## src/rtl/sram_like_arbiter.sv

```systemverilog
// N-channel sram-like request arbiter onto one shared downstream bus.
// One transaction outstanding; optional kseg0/kseg1 address folding.
module sram_like_arbiter #(
   parameter int NCH      = 2,
   parameter int AW       = 32,
   parameter int DW       = 32,
   parameter int ARB_MODE = 0,
   parameter int KSEG_MAP = 1
) (
   input  logic              clk,
   input  logic              resetn,
   input  logic [NCH-1:0]    ch_req,
   input  logic [NCH-1:0]    ch_wr,
   input  logic [NCH*DW/8-1:0] ch_wstrb,
   input  logic [NCH*AW-1:0] ch_addr,
   input  logic [NCH*DW-1:0] ch_wdata,
   output logic [NCH-1:0]    ch_addr_ok,
   output logic [NCH-1:0]    ch_data_ok,
   output logic [DW-1:0]     ch_rdata,
   output logic              bus_req,
   output logic              bus_wr,
   output logic [DW/8-1:0]   bus_wstrb,
   output logic [AW-1:0]     bus_addr,
   output logic [DW-1:0]     bus_wdata,
   input  logic              bus_addr_ok,
   input  logic              bus_data_ok,
   input  logic [DW-1:0]     bus_rdata,
   output logic              busy
);

   localparam int SW = DW / 8;
   localparam int PW = (NCH > 1) ? $clog2(NCH) : 1;

   typedef enum logic [1:0] {
      IDLE,
      ADDR,
      DATA
   } state_t;

   state_t state, state_nxt;

   logic [PW-1:0] rr_ptr;
   logic [PW-1:0] grant;
   logic [PW-1:0] win;
   logic [PW-1:0] idx;
   logic          win_vld;
   logic          accept;
   logic          done;

   logic          lat_wr;
   logic [SW-1:0] lat_wstrb;
   logic [AW-1:0] lat_addr;
   logic [DW-1:0] lat_wdata;
   logic [AW-1:0] sel_addr;
   logic [AW-1:0] map_addr;

   // Cyclic search starting at rr_ptr; fixed mode starts at 0.
   always_comb begin
      win     = '0;
      win_vld = 1'b0;
      idx     = '0;
      for (int k = 0; k < NCH; k++) begin
         if (ARB_MODE == 1)
            idx = PW'((int'(rr_ptr) + k) % NCH);
         else
            idx = PW'(k);
         if (!win_vld && ch_req[idx]) begin
            win_vld = 1'b1;
            win     = idx;
         end
      end
   end

   assign sel_addr = ch_addr[win*AW +: AW];

   // kseg0/kseg1 fold: clear the top three bits.
   always_comb begin
      map_addr = sel_addr;
      if (KSEG_MAP != 0 && sel_addr[AW-1 -: 2] == 2'b10)
         map_addr = sel_addr & ~{3'b111, {(AW-3){1'b0}}};
   end

   always_comb begin
      state_nxt = state;
      accept    = 1'b0;
      done      = 1'b0;
      unique case (state)
         IDLE: begin
            if (win_vld) begin
               accept    = 1'b1;
               state_nxt = ADDR;
            end
         end
         ADDR: begin
            if (bus_addr_ok) begin
               if (bus_data_ok) begin
                  done      = 1'b1;
                  state_nxt = IDLE;
               end else begin
                  state_nxt = DATA;
               end
            end
         end
         DATA: begin
            if (bus_data_ok) begin
               done      = 1'b1;
               state_nxt = IDLE;
            end
         end
         default: state_nxt = IDLE;
      endcase
   end

   always_ff @(posedge clk or negedge resetn) begin
      if (!resetn)
         state <= IDLE;
      else
         state <= state_nxt;
   end

   always_ff @(posedge clk or negedge resetn) begin
      if (!resetn) begin
         rr_ptr    <= '0;
         grant     <= '0;
         lat_wr    <= 1'b0;
         lat_wstrb <= '0;
         lat_addr  <= '0;
         lat_wdata <= '0;
      end else if (accept) begin
         grant     <= win;
         lat_wr    <= ch_wr[win];
         lat_wstrb <= ch_wstrb[win*SW +: SW];
         lat_addr  <= map_addr;
         lat_wdata <= ch_wdata[win*DW +: DW];
         if (ARB_MODE == 1)
            rr_ptr <= (win == PW'(NCH-1)) ? '0 : win + 1'b1;
      end
   end

   assign ch_addr_ok = (state == IDLE && win_vld)
                     ? NCH'(1) << win : '0;
   assign ch_data_ok = done ? NCH'(1) << grant : '0;
   assign ch_rdata   = bus_rdata;

   assign bus_req   = (state == ADDR);
   assign bus_wr    = lat_wr;
   assign bus_wstrb = lat_wstrb;
   assign bus_addr  = lat_addr;
   assign bus_wdata = lat_wdata;
   assign busy      = (state != IDLE);

endmodule

```

## config.mk

```make
export PLATFORM = sky130hd
export DESIGN_NAME = sram_like_arbiter
export DESIGN_NICKNAME = d
export VERILOG_FILES = /design/src/rtl/sram_like_arbiter.sv
export SDC_FILE = /design/constraint.sdc
export NUM_CORES = 1
export LEC_CHECK = 0
export ABC_CLOCK_PERIOD_IN_PS = 2800
export BUFFER_PORTS_ARGS = -buffer_cell sky130_fd_sc_hd__buf_2
export CAP_MARGIN = 20
export CORE_MARGIN = 8
export CORE_UTILIZATION = 30
export CTS_CLUSTER_SIZE = 28
export DETAILED_ROUTE_END_ITERATION = 6
export GPL_TIMING_DRIVEN = 0
export HOLD_SLACK_MARGIN = 0.06
export PLACE_DENSITY_LB_ADDON = 0.12
export SYNTH_ARGS = -nofsm -noshare
export SYNTH_HDL_FRONTEND = slang
export SYNTH_SLANG_ARGS = --single-unit
```

## constraint.sdc

```tcl
create_clock -name clk -period 2.8 [get_ports clk]
set_clock_uncertainty 0.1 [all_clocks]
set_input_delay 0 -clock clk [delete_from_list [all_inputs] [get_ports clk]]
set_output_delay 0 -clock clk [all_outputs]
set_load 0.05 [all_outputs]
```

==> metrics <==
crit path capture type flip-flop; routed wirelength normalized by instance count around 16 um; Storage cell area 1800 um^2; Warnings, synthesis 0; ANT nets after route 0; number of maximum-capacitance violations 0; post-synthesis cell type count 27; buffer cell driving the clock tree root clkbuf_16; reg2reg end state[1]$_DFFE_PN0P_; largest vdd supply drop 0.000668 V; GP Congestion around 0.76; width of the die 124 um; CP Cell Sequence inv_1 -> ha_1 -> nor3b_2 -> o32a_1 -> dlygate4sd3_1 -> o21ai_0 -> dlygate4sd3_1; via count of the routed design 4310; Ant. Diodes 0; worst slack at placement 1.05 ns; count of routing violations after the opening detailed-route iteration 209; IO Port Bufs 250; Cell Area, Synth ~3500 um^2; smallest setup slack after layout 0.162 ns; global routing usage summed across all routing layers 18.7%; final setup violation count 0; delay contributed by the slowest stage of the critical path between 0.5 and 0.6 ns; via count of the first global-routing pass 4751; kind of start point of the critical path flip-flop; number of max-slew violations in the final report 0; half-perimeter wire length after detailed placement 10700 um; H-tree level count 3; Min Clock Period, post-route 2.64 ns; required time of the critical path approximately 3 ns; Die Area 15500 um^2; die boundary height 124 um; flip-flop and latch count after synthesis roughly 70; CTS Sinks between 70 and 80; share of the core filled with cells 59.0%; Worst Setup Path Type reg2reg; total overflow reported by the global router 0; number of placed instances with taps included 766; initial core utilization 30.9%; share of final-layout standard cells stronger than drive strength 1 40.1%; wire length of the first global-routing pass 23900 um; power density over cell area 1020 nW/um^2; post-synth net total 551; core area about 11000 um^2; Leak Pwr ~3.3 nW; largest driver fanout on the critical path 6; crit share post-route 94.2%; Via-to-Cell Ratio around 4.6; detailed-route DRC error count 0; HP Class in2async; number of filler instances in the final layout just over 1000; Most Frequent Cell on Critical Path dlygate4sd3_1; TritonCTS clock tree yes; total area of multi-input combinational cells 1330 um^2; number of top-level pins 283; instance count of the mapped netlist 372; count of cells along the worst register-to-register path 7; Post-layout nets 958; number of CTS-inserted buffers 9; TNS Setup 0 ns; hold slack 0.0540 ns; Clk pin slew, worst setup/hold paths around 0.060 ns; antenna violations before repair 0; slew at the pin with the worst max-slew slack 0.594 ns; num rows 39; outcome completed; worst slew slack as a fraction of its limit 60.4%; data arrival at the endpoint of the critical path about 2.8 ns; Mapped Avg Cell Area 9.47 um^2; Final Non-Filler Cells 927; Max stage delay cell, worst path dlygate4sd3_1; worst reg2reg startpoint state[1]$_DFFE_PN0P_; timing-limited maximum frequency 379 MHz; Syn-to-layout area delta 91.1%; RSZ-0062 raised after global routing no; detailed-routing iteration count for the pre-antenna-repair pass 4; Seq/Total Area, Yosys approximately 51%; wire length reported by the detailed router 15000 um; worst reg-to-reg setup slack 0.16 ns; worst skew pair latency 0.33 ns; number of endpoints with negative hold slack in the final report 0; maximum number of pins on one net before global-route repair between 40 and 50; deepest clock path buffer count 2
==> per-layer routing <==
layer	track usage [%]	part of all wire [%]	vias to the layer above	routed length (um)
met3	5.87	7.2	16	1070
met4	5.32	1.3	0	191
met2	33.2	51	174	7620
met5	0	0	-	0
met1	21.0	41	2013	6090
li1	-	-	2107	-
==> worst max-delay path by stage <==
stage,from,end,slack [ns]
3_5_place_dp,state[0]$_DFFE_PN0P_,bus_addr[29]$_DFFE_PN0P_,1.05
3_3_place_gp,state[0]$_DFFE_PN0P_,bus_addr[29]$_DFFE_PN0P_,1.04
2_1_floorplan,state[1]$_DFFE_PN0P_,ch_data_ok[1],0.39
4_1_cts,state[1]$_DFFE_PN0P_,state[1]$_DFFE_PN0P_,0.1
6_report,state[1]$_DFFE_PN0P_,state[1]$_DFFE_PN0P_,0.16
5_1_grt,state[1]$_DFFE_PN0P_,state[1]$_DFFE_PN0P_,0.02
==> cells by family (layout without fill, tap and decap cells) <==
family                     after synthesis  after routing  synth area share (%)
buffers and inverters                   66            478                  11.3
DFF                                     72             72                  51.1
adders and majority gates                3              3                  1.07
AOI/OAI and AO/OA                      144            144                  25.9
muxes                                    1              1                 0.284
and+or+nand+nor                         86             86                  10.3
==> per-stage QoR <==
step / area, um^2 / power [mW]
after global placement: 4950 / 5.52
after floorplan: 3520 / 4.49
final: 6730 / 6.88
after CTS: 6730 / 6.95
after detailed placement: 4980 / 5.57
after global routing: 6730 / 7.29
==> cell usage after synthesis <==
cell       n  share of area (%)
a31oi_1    1               0.18
buf_6      2               0.64
and2_1     1               0.18
nor2_1     2               0.21
ha_1       3                1.1
o21ai_0   66                9.4
o21ai_2    1               0.25
a21oi_1    2               0.28
nand2b_1   2               0.36
o41ai_2    1               0.46
a22oi_1   68                 14
mux2i_1    1               0.28
o32a_1     1               0.28
and4b_1    1               0.28
buf_2     10                1.4
nor2b_1    2               0.36
buf_1      3               0.32
nor3b_1    4               0.85
and2b_1    1               0.21
clkbuf_1  14                1.5
o21ai_1    4               0.57
dfrtp_1   72                 51
inv_1      3               0.32
buf_4     33                7.0
nand2_1   71                7.6
inv_2      1               0.11
nor3_1     2               0.28
==> worst max-delay path: cells and delay by family, from the launching register on <==
family          cells  cell delay [ns]
simple gates        1             0.20
flops               1             0.36
buf+inv             3             1.19
compound gates      2             0.46
fa+ha+maj           1             0.26
==> cell type report <==
type	count	area share [%]
clock inverters	3	0.595
well taps	143	2.66
flip-flops and latches	72	26.8
plain buffers	62	5.71
multi-input cells	234	19.7
clock buffers	13	3.87
inverters	4	0.223
repair buffers	396	40.5
==> report_power, final <==
| part | leakage [nW] | internal (mW) | switching (mW) |
|---|---|---|---|
| sequential | 0.894 | 1.54 | 0.239 |
| clock | 0.150 | 0.736 | 0.426 |
| combinational | 2.29 | 0.987 | 2.96 |
==> sequential cells by signal, summed over array words and instances, names as in the netlist <==
name,flops
bus_addr,32
bus_wdata,32
bus_wstrb,4
state,2
bus_wr,1
grant,1
==> what timing repair did <==
| item | in CTS | in global routing |
|---|---|---|
| endpoints found under the setup margin | 0 | 1 |
| setup buffers | 0 | 0 |
| endpoints found under the hold margin | 144 | 0 |
| gates resized for setup | 0 | 1 |
| hold buffers | 145 | 0 |
==> placed cells by master (no fill, tap or decap), types with 2 or more instances in the layout <==
cell,netlist,layout
dlygate4sd3_1,0,145
clkbuf_8,0,2
nor3_1,2,2
clkbuf_1,14,16
o21ai_0,66,66
nor2_1,2,2
buf_1,3,3
clkinv_2,0,2
o21ai_1,4,4
buf_2,10,259
inv_1,3,3
nand2_1,71,71
nand2b_1,2,2
dfrtp_1,72,72
buf_4,33,34
nor3b_1,4,3
clkbuf_16,0,9
a22oi_1,68,68
nor2b_1,2,2
a21oi_1,2,2
ha_1,3,3
buf_6,2,2
Note: power is estimated with default switching activity, not from simulation.
